## src/rtl/irq_ctrl_if.sv

```systemverilog
// rtl/irq_ctrl_if.sv - CPU register bus bundle for the interrupt controller
interface irq_ctrl_if;
  logic        bus_write;
  logic        bus_read;
  logic [23:0] bus_address_in;
  logic [7:0]  bus_data_in;
  logic [7:0]  bus_data_out;

  modport master (
    output bus_write, bus_read, bus_address_in, bus_data_in,
    input  bus_data_out
  );

  modport slave (
    input  bus_write, bus_read, bus_address_in, bus_data_in,
    output bus_data_out
  );
endinterface

```

## src/rtl/irq_ctrl.sv

```systemverilog
// rtl/irq_ctrl.sv - 16-source prioritised interrupt controller with registered CPU request
// Optional feature: define IRQ_CTRL_NMI_EN to make source 0 non-maskable.
module irq_ctrl (
  input  logic        clk,
  input  logic        reset_n,
  input  logic        clk_ce,
  irq_ctrl_if.slave   bus,
  input  logic [15:0] irq_sources,
  input  logic [1:0]  cpu_mask,
  output logic        irq_req,
  output logic [3:0]  irq_vector,
  output logic [1:0]  irq_prio,
  input  logic        irq_ack
);

  localparam logic [23:0] ADDR_PRIO    = 24'h002020;
  localparam logic [23:0] ADDR_EN_LO   = 24'h002023;
  localparam logic [23:0] ADDR_EN_HI   = 24'h002024;
  localparam logic [23:0] ADDR_PEND_LO = 24'h002027;
  localparam logic [23:0] ADDR_PEND_HI = 24'h002028;

  localparam logic [1:0] S_IDLE    = 2'd0;
  localparam logic [1:0] S_REQ     = 2'd1;
  localparam logic [1:0] S_SERVICE = 2'd2;

  logic [7:0]  r_prio;
  logic [15:0] r_enable;
  logic [15:0] r_pending;
  logic [1:0]  r_state;
  logic        r_irq_req;
  logic [3:0]  r_vector;
  logic [1:0]  r_irq_prio;

  logic [15:0] w_clr;
  logic [15:0] w_pending_nxt;
  logic [15:0] w_qual;
  logic [15:0] w_elig;
  logic [1:0]  w_eff_prio [16];
  logic        w_any;
  logic [3:0]  w_best_vec;
  logic [1:0]  w_best_prio;
  logic        w_latched_ok;
  logic [7:0]  w_rdata;

  always_comb begin
    w_clr = 16'h0000;
    if (bus.bus_write) begin
      if (bus.bus_address_in == ADDR_PEND_LO) w_clr = {8'h00, bus.bus_data_in};
      if (bus.bus_address_in == ADDR_PEND_HI) w_clr = {bus.bus_data_in, 8'h00};
    end
  end

  // A source pulse wins over a same-cycle write-1-to-clear.
  assign w_pending_nxt = (r_pending & ~w_clr) | irq_sources;

  always_comb begin
    for (int i = 0; i < 16; i++) begin
      w_eff_prio[i] = r_prio[2*(i/4) +: 2];
      w_qual[i]     = r_enable[i] && (w_eff_prio[i] > cpu_mask);
    end
`ifdef IRQ_CTRL_NMI_EN
    w_eff_prio[0] = 2'd3;
    w_qual[0]     = 1'b1;
`endif
  end

  assign w_elig = r_pending & w_qual;

  // Descending scan with >= lets the lowest index win a priority tie.
  always_comb begin
    w_any       = 1'b0;
    w_best_vec  = 4'd0;
    w_best_prio = 2'd0;
    for (int i = 15; i >= 0; i--) begin
      if (w_elig[i] && (!w_any || (w_eff_prio[i] >= w_best_prio))) begin
        w_any       = 1'b1;
        w_best_vec  = 4'(i);
        w_best_prio = w_eff_prio[i];
      end
    end
  end

  assign w_latched_ok = w_pending_nxt[r_vector] && w_qual[r_vector];

  always_comb begin
    case (bus.bus_address_in)
      ADDR_PRIO:    w_rdata = r_prio;
      ADDR_EN_LO:   w_rdata = r_enable[7:0];
      ADDR_EN_HI:   w_rdata = r_enable[15:8];
      ADDR_PEND_LO: w_rdata = r_pending[7:0];
      ADDR_PEND_HI: w_rdata = r_pending[15:8];
      default:      w_rdata = 8'h00;
    endcase
  end

  assign bus.bus_data_out = w_rdata;

  always_ff @(posedge clk or negedge reset_n) begin
    if (!reset_n) begin
      r_prio    <= 8'h00;
      r_enable  <= 16'h0000;
      r_pending <= 16'h0000;
    end else if (clk_ce) begin
      r_pending <= w_pending_nxt;
      if (bus.bus_write) begin
        if (bus.bus_address_in == ADDR_PRIO)  r_prio          <= bus.bus_data_in;
        if (bus.bus_address_in == ADDR_EN_LO) r_enable[7:0]   <= bus.bus_data_in;
        if (bus.bus_address_in == ADDR_EN_HI) r_enable[15:8]  <= bus.bus_data_in;
      end
    end
  end

  always_ff @(posedge clk or negedge reset_n) begin
    if (!reset_n) begin
      r_state    <= S_IDLE;
      r_irq_req  <= 1'b0;
      r_vector   <= 4'd0;
      r_irq_prio <= 2'd0;
    end else if (clk_ce) begin
      case (r_state)
        S_IDLE: begin
          if (w_any) begin
            r_vector   <= w_best_vec;
            r_irq_prio <= w_best_prio;
            r_irq_req  <= 1'b1;
            r_state    <= S_REQ;
          end
        end
        S_REQ: begin
          if (irq_ack) begin
            r_irq_req <= 1'b0;
            r_state   <= S_SERVICE;
          end else if (!w_latched_ok) begin
            r_irq_req <= 1'b0;
            r_state   <= S_IDLE;
          end
        end
        S_SERVICE: begin
          if (!r_pending[r_vector]) r_state <= S_IDLE;
        end
        default: begin
          r_irq_req <= 1'b0;
          r_state   <= S_IDLE;
        end
      endcase
    end
  end

  assign irq_req    = r_irq_req;
  assign irq_vector = r_vector;
  assign irq_prio   = r_irq_prio;

endmodule

```

## src/flat_wrapper.sv

```systemverilog
// flat-port wrapper written by rule: the top's interface ports become plain ports
module irq_ctrl_flat 
  (clk, reset_n, clk_ce, irq_sources, cpu_mask, irq_req, irq_vector, irq_prio, irq_ack, bus_bus_write, bus_bus_read, bus_bus_address_in, bus_bus_data_in, bus_bus_data_out);
  irq_ctrl_if bus_i ();
  input  logic clk;
  input  logic reset_n;
  input  logic clk_ce;
  input  logic [15:0] irq_sources;
  input  logic [1:0] cpu_mask;
  output logic irq_req;
  output logic [3:0] irq_vector;
  output logic [1:0] irq_prio;
  input  logic irq_ack;
  input wire logic [$bits(bus_i.bus_write)-1:0] bus_bus_write;
  input wire logic [$bits(bus_i.bus_read)-1:0] bus_bus_read;
  input wire logic [$bits(bus_i.bus_address_in)-1:0] bus_bus_address_in;
  input wire logic [$bits(bus_i.bus_data_in)-1:0] bus_bus_data_in;
  output wire logic [$bits(bus_i.bus_data_out)-1:0] bus_bus_data_out;
  assign bus_i.bus_write = bus_bus_write;
  assign bus_i.bus_read = bus_bus_read;
  assign bus_i.bus_address_in = bus_bus_address_in;
  assign bus_i.bus_data_in = bus_bus_data_in;
  assign bus_bus_data_out = bus_i.bus_data_out;
  irq_ctrl u_core (.clk(clk), .reset_n(reset_n), .clk_ce(clk_ce), .bus(bus_i), .irq_sources(irq_sources), .cpu_mask(cpu_mask), .irq_req(irq_req), .irq_vector(irq_vector), .irq_prio(irq_prio), .irq_ack(irq_ack));
endmodule
```

## config.mk

```make
export PLATFORM = sky130hd
export DESIGN_NAME = irq_ctrl_flat
export DESIGN_NICKNAME = d
export VERILOG_FILES = /design/src/rtl/irq_ctrl_if.sv /design/src/rtl/irq_ctrl.sv /design/src/flat_wrapper.sv
export SDC_FILE = /design/constraint.sdc
export NUM_CORES = 1
export LEC_CHECK = 0
export CAP_MARGIN = 10
export CORE_MARGIN = 10
export CORE_UTILIZATION = 56
export DETAILED_ROUTE_END_ITERATION = 10
export PLACE_DENSITY = 0.88
export SETUP_SLACK_MARGIN = 0.05
export SYNTH_ARGS = -nofsm -noshare
export SYNTH_HDL_FRONTEND = slang
export SYNTH_SLANG_ARGS = --single-unit
```

## constraint.sdc

```tcl
create_clock -name clk -period 22.5 [get_ports clk]
set_input_delay 4.5 -clock clk [delete_from_list [all_inputs] [get_ports clk]]
set_output_delay 4.5 -clock clk [all_outputs]
set_load 0.01 [all_outputs]
```

* Word level (Yosys, flattened, before mapping)
Index checks and enable logic that the tools add are counted.
Storage, ports and cells: flip-flop bits (word level) 49, bits in latches 0, memory bits (writable) 0, ROM bits 0, bits of input ports 56, output and inout port bits 15, word-level logic and storage cells 179, memories 0
Operators by class: add/subtract/negate cells 0, $mul 0, divide/modulo/power cells 0, order comparisons 20, eq/ne operators 10, shift-type cells 0, mux-type cells 67, bitwise gates (word level) 5, reductions and logical operators 69
Operators by type and width (number):
- $eq 24x14->1 const B | 5
- $mux 4 | 16
- $mux 2 | 20
- $pmux 8 s5 | 1
- $and 16x16->16 | 2
- $logic_and 1x1->1 | 32
- $mux 16 | 2
- $ge 2x2->1 | 15
- $mux 1 | 22
- $not 16->16 | 1
- $or 16x16->16 | 1
- $logic_not 1->1 | 15
- $logic_or 1x1->1 | 15
- $bmux 1 s4 | 3
- $reduce_and 3->1 | 4
- $gt 2x2->1 | 4
- $mux 8 | 1
- $reduce_and 4->1 | 2
- $pmux 2 s3 | 1
- $lt 4x5->1 const B | 1
- $ne 3x3->1 const B | 1
- $pmux 1 s3 | 1
- $eq 2x1->1 const B | 1
- $eq 2x2->1 const B | 1
- other kinds (4) | 4

* Logic depth before layout (Yosys ltp)
depth after elaboration 66, depth in mapped cells 85, depth with buffers taken out 85

* Worst setup path before layout
No wires, ideal clock.
kind input -> register, start in cpu_mask[1], end reg u_core.r_irq_prio[0] (netlist: u_core.irq_prio[0]), arrival 20.747 ns, setup slack 1.618 ns, cell stages on the path 83, path buffers 0, path through inv_1 > ha_1 > and2_1 > a221o_1 > nor2_1 > ha_1 > nand2b_1 > maj3_1 > o21a_1 > mux2_2 > ha_1 > nor2b_1 > nor2b_1 > a2111oi_0 > a211oi_2 > o21ai_0 > ha_1 > nand2b_1 > [47 not listed] > nand2b_1 > a21oi_1 > a21o_1 > nand2_1 > mux2i_1 > ha_1 > nand2b_1 > a21oi_1 > a21oi_1 > nor2_1 > a21oi_1 > a31oi_1 > ha_1 > nand2b_1 > a221o_1 > nand4_1 > a2bb2oi_1 > o211ai_2
Between the ends: longest elaborated chain between the ends 65
RTL lines:
- from (decl) | RTL line flat_wrapper.sv:9 | input logic [1:0] cpu_mask;
- $gt 2x2->1 | RTL line irq_ctrl.sv:59 | w_qual[i] = r_enable[i] && (w_eff_prio[i] > cpu_mask);
- $logic_and 1x1->1 | RTL line irq_ctrl.sv:59
- $and 16x16->16 (*) | RTL line irq_ctrl.sv:67 | assign w_elig = r_pending & w_qual;
- $mux 2 or $mux 1 (tied branches) | RTL line irq_ctrl.sv:75 | if (w_elig[i] && (!w_any || (w_eff_prio[i] >= w_best_prio))) begin
- $ge 2x2->1 or $logic_not 1->1 (tied branches) | RTL line irq_ctrl.sv:75
- $logic_or 1x1->1 | RTL line irq_ctrl.sv:75
- $logic_and 1x1->1 | RTL line irq_ctrl.sv:75
- $mux 2 or $mux 1 (tied branches) | RTL line irq_ctrl.sv:75
- [49 not listed]
- $logic_or 1x1->1 | RTL line irq_ctrl.sv:75
- $logic_and 1x1->1 | RTL line irq_ctrl.sv:75
- $mux 2 or $mux 1 (tied branches) | RTL line irq_ctrl.sv:75
- $ge 2x2->1 or $logic_not 1->1 (tied branches) | RTL line irq_ctrl.sv:75
- $logic_or 1x1->1 | RTL line irq_ctrl.sv:75
- $logic_and 1x1->1 | RTL line irq_ctrl.sv:75
- $mux 1 | RTL line irq_ctrl.sv:75
- $reduce_and 3->1 (no line)
- to (signal assigned) | RTL line irq_ctrl.sv:124 | r_irq_prio <= w_best_prio;
- to (decl) | RTL line irq_ctrl.sv:32 | logic [1:0] r_irq_prio;
Every way passes the cells marked *; elsewhere a longest branch is shown, timed or not. A chain may end at the register's enable or synchronous reset.

* Final worst setup path
start in cpu_mask[0], end reg u_core.r_vector[3] (netlist: u_core.irq_vector[3])
Between the ends: longest elaborated chain between the ends 65
RTL lines:
- $gt 2x2->1 | RTL line irq_ctrl.sv:59
- $logic_and 1x1->1 | RTL line irq_ctrl.sv:59
- $and 16x16->16 (*) | RTL line irq_ctrl.sv:67
- $mux 2 or $mux 1 (tied branches) | RTL line irq_ctrl.sv:75
- $ge 2x2->1 or $logic_not 1->1 (tied branches) | RTL line irq_ctrl.sv:75
- $logic_or 1x1->1 | RTL line irq_ctrl.sv:75
- $logic_and 1x1->1 | RTL line irq_ctrl.sv:75
- $mux 2 or $mux 1 (tied branches) | RTL line irq_ctrl.sv:75
- [49 not listed]
- $logic_or 1x1->1 | RTL line irq_ctrl.sv:75
- $logic_and 1x1->1 | RTL line irq_ctrl.sv:75
- $mux 2 or $mux 1 (tied branches) | RTL line irq_ctrl.sv:75
- $ge 2x2->1 or $logic_not 1->1 (tied branches) | RTL line irq_ctrl.sv:75
- $logic_or 1x1->1 | RTL line irq_ctrl.sv:75
- $logic_and 1x1->1 | RTL line irq_ctrl.sv:75
- $mux 1 | RTL line irq_ctrl.sv:75
- $reduce_and 3->1 (no line)
- to (signal assigned) | RTL line irq_ctrl.sv:123 | r_vector <= w_best_vec;
- to (decl) | RTL line irq_ctrl.sv:31 | logic [3:0] r_vector;
Marked as above.

==> run_results.csv <==
group,metric,value,unit
floorplan,core.rowCount,33,
synth,synthesis.nets,603,
layout,fill_cells,580,
global_routing,overflow,0,
placed_design,io_buffers,69,
clock_network,cts_sinks,49,
clock_network,clockBufferDepth,2,
setup_path,path_buf_inv,5,
min_path,hold_start,"u_core.irq_req$_DFFE_PN0P_",
placed_design,gp_congestion,0.958,
synth,ys_warn_count,0,
synth,netlist_instances,522,
drt,wl_per_cell,22.4,um
power_and_ir_drop,p_per_area,32.9,nW/um^2
global_routing,first_global_vias,5202,
clock_network,cts_hold_buffers,0,
global_routing,grt_max_degree,50,
setup_path,critPathMaxFanout,6,
global_routing,grt_pass1_wl,26000,um
setup_path,cp_top_family,"compound AO/OA/AOI/OAI gates",
sta,timing.final.crit_share,0.954,
power_and_ir_drop,ir_drop,0.0000359,V
clock_network,cts_buffers,5,
min_path,holdPathStages,1,
layout,drive_above_1_share,0.191,
drt,via_per_inst,7.03,
floorplan,io-pin-count,71,
setup_path,worstPathRequired,22.74,ns
sta,fin_crit,21.47,ns
layout,area_growth,25.8,%
setup_path,cp_slowest_cell,"clkdlybuf4s50_1",
layout,nNetsFinal,693,
layout,final_util,0.723,
synth,synth_top_area_cell,"dfrtp_1",
setup_path,crit_path_end_kind,"flop",
synth,ys_top_cells_by_area,"dfrtp_1, mux2_2, ha_1",
global_routing,grtUsageTotal,0.246,
layout,antenna_cells,0,
drt,dr.pass1.iters,6,
synth,async_flop_share,1.00,
sta,hold_viol,0,
placed_design,hpwl,11900,um
global_routing,antenna_found_initial,0,
flow_run,cap_violations,0,
sta,rsz0062_at_grt,"false",
synth,yosys.area.top_type_share,0.261,
layout,final_cell_mix,"nand2_1, clkdlybuf4s50_1, dfrtp_1, buf_4, mux2_2",
sta,fmax,0.0466,GHz
sta,finalSetupViolations,0,
clock_network,htreeDepth,2,
setup_path,r2r-end,"u_core.irq_vector[3]$_DFFE_PN0P_",
synth,ys_ff_latch,49,
sta,slew_headroom,0.248,
setup_path,reg2reg_slack,5.18,ns
synth,synth_edf_count,0,
drt,wl,16100,um
drt,wl_met3,1630,um
synth,avgSynthCellArea,8.99,um^2
clock_network,cts_tree,"built",
drt,drt_iter0_markers,491,
setup_path,critPathMostFrequentCell,"ha_1",
power_and_ir_drop,leakage,0.00237,uW
drt,wl_met2,7710,um
min_path,holdCritPathClass,"flop to flop",
sta,tightest_slew,1.13,ns
setup_path,crit_arrival,21.71,ns
floorplan,fp.coreArea,8180,um^2
drt,ant_nets,0,
synth,ys_types,70,
setup_path,slowest_delay,0.64,ns
sta,skew,0.0117,ns
synth,syn_area,4690,um^2
clock_network,clock_latency,0.31,ns
sta,drv_slew,0,
drt,wl_met1,5800,um
status,status,"finished, final reports clean",
drt,drc_errors,0,
sta,layout_setup_ws,1.03,ns
clock_network,cts_root_buffer,"clkbuf_8",
setup_path,reg2reg_depth,84,
setup_path,timing.rr.start,"u_core.r_prio[7]$_DFFE_PN0P_",
clock_network,clkTransAtPathRegs,0.10,ns
drt,dr_total_vias,5046,
placed_design,pre_cts_slack,-0.0136,ns
drt,topRoutingLayerUsed,"met4",
floorplan,die_area,12400,um^2
synth,seq_area_frac_synth,0.261,
setup_path,crit_type,"input port to flop",
setup_path,start_kind,"input port",
floorplan,die_w,112,um
floorplan,initial_core_util,0.574,
synth,synth_flop_cell,"dfrtp_1",
min_path,whs_endpoint,"u_core.irq_req$_DFFE_PN0P_",
floorplan,die_height,112,um
worst reg2reg max path: cells and delay by family (launching register included):
kind	cells	cell delay (ns)
AO/OA/AOI/OAI	36	6.46
adder cells (fa/ha/maj)	14	3.95
AND/OR/NAND/NOR	23	3.65
multiplexers	7	2.09
flip-flops	1	0.61
buffers and inverters	4	0.53
area by class of cell:
cell class              instances  area (um^2)  share of cell area
clock inverters                 3         68.8              0.0117
multi-input cells             435         3400               0.576
repair buffers                103          941               0.159
well taps                     105          131              0.0222
inverters                      18         67.6              0.0114
clock buffers                   5         68.8              0.0117
flip-flops and latches         49         1230               0.208
registers in the layout (all words and copies together), names as in the netlist:
signal,count
u_core.irq_vector,4
u_core.irq_prio,2
u_core.irq_req,1
u_core.r_prio,8
u_core.r_state,2
u_core.r_enable,16
u_core.r_pending,16
worst max path at each step:
stage	start	end	slack, ns	cells past startpoint
after floorplan	cpu_mask[1]	u_core.irq_prio[0]$_DFFE_PN0P_	1.62	83
after global placement	cpu_mask[0]	u_core.irq_vector[3]$_DFFE_PN0P_	0.43	81
after detailed placement	cpu_mask[0]	u_core.irq_vector[2]$_DFFE_PN0P_	-0.01	81
after CTS	cpu_mask[0]	u_core.irq_vector[2]$_DFFE_PN0P_	0.24	81
after global routing	cpu_mask[1]	u_core.irq_vector[3]$_DFFE_PN0P_	0.001	87
final	cpu_mask[0]	u_core.irq_vector[3]$_DFFE_PN0P_	1.03	85
metrics by stage:
step	total power (uW)	instances	cell area, um^2	setup TNS [ns]	hold slack [ns]
after global placement	117	703	5640	0	0.488
after CTS	193	711	5780	0	0.529
after floorplan	100	522	4690	0	0.467
final	194	718	5910	0	0.532
after global routing	199	718	5910	0	0.550
after detailed placement	118	703	5640	-0.0136	0.507
Yosys cell counts (3+ instances only):
cell	instances
mux2i_1	22
or2_2	3
nand2b_1	12
a21boi_0	9
a221o_1	4
a21o_1	6
a21oi_1	29
o31ai_1	3
a22o_1	16
nor2b_1	6
mux4_2	11
nand2_1	68
a2111oi_0	4
dfrtp_1	49
a31oi_1	9
or3_1	4
and3_1	7
o211ai_1	5
o221ai_1	12
a31o_2	3
nor2_1	26
and2_1	8
nor4_1	5
mux2_2	29
a211o_1	4
nor3_1	3
nand3_1	25
inv_1	17
a211oi_1	5
buf_1	3
o21ai_0	18
o31a_1	3
clkbuf_1	16
ha_1	25
o2111ai_1	3
report_power, final:
group	internal [uW]	total [uW]	leakage (uW)	switching, uW
Sequential	89.0	91.4	0.000595	2.40
Clock	44.8	77.5	0.0000687	32.8
Combinational	13.6	25.4	0.00171	11.8
Total	147	194	0.00237	46.9
what timing repair did:
item | CTS | global route
setup endpoints to repair | 0 | 6
gates resized for setup | 0 | 23
setup buffers | 0 | 7
logic make-up (layout without fill, tap and decap cells):
family,after synthesis,in the layout,share of synthesized area
AND/OR/NAND/NOR,179,179,0.191
flip-flops,49,49,0.261
AO/OA/AOI/OAI,167,167,0.277
buffers and inverters,38,129,0.0306
adder cells (fa/ha/maj),27,27,0.0709
multiplexers,62,62,0.169
per-layer routing:
| metal | GRT usage | up-vias |
|---|---|---|
| li1 | - | 2221 |
| met1 | 0.274 | 2373 |
| met4 | 0.153 | 0 |
| met2 | 0.412 | 367 |
| met5 | 0 | - |
| met3 | 0.0649 | 85 |
No activity file was read; power rests on OpenSTA's default activity.
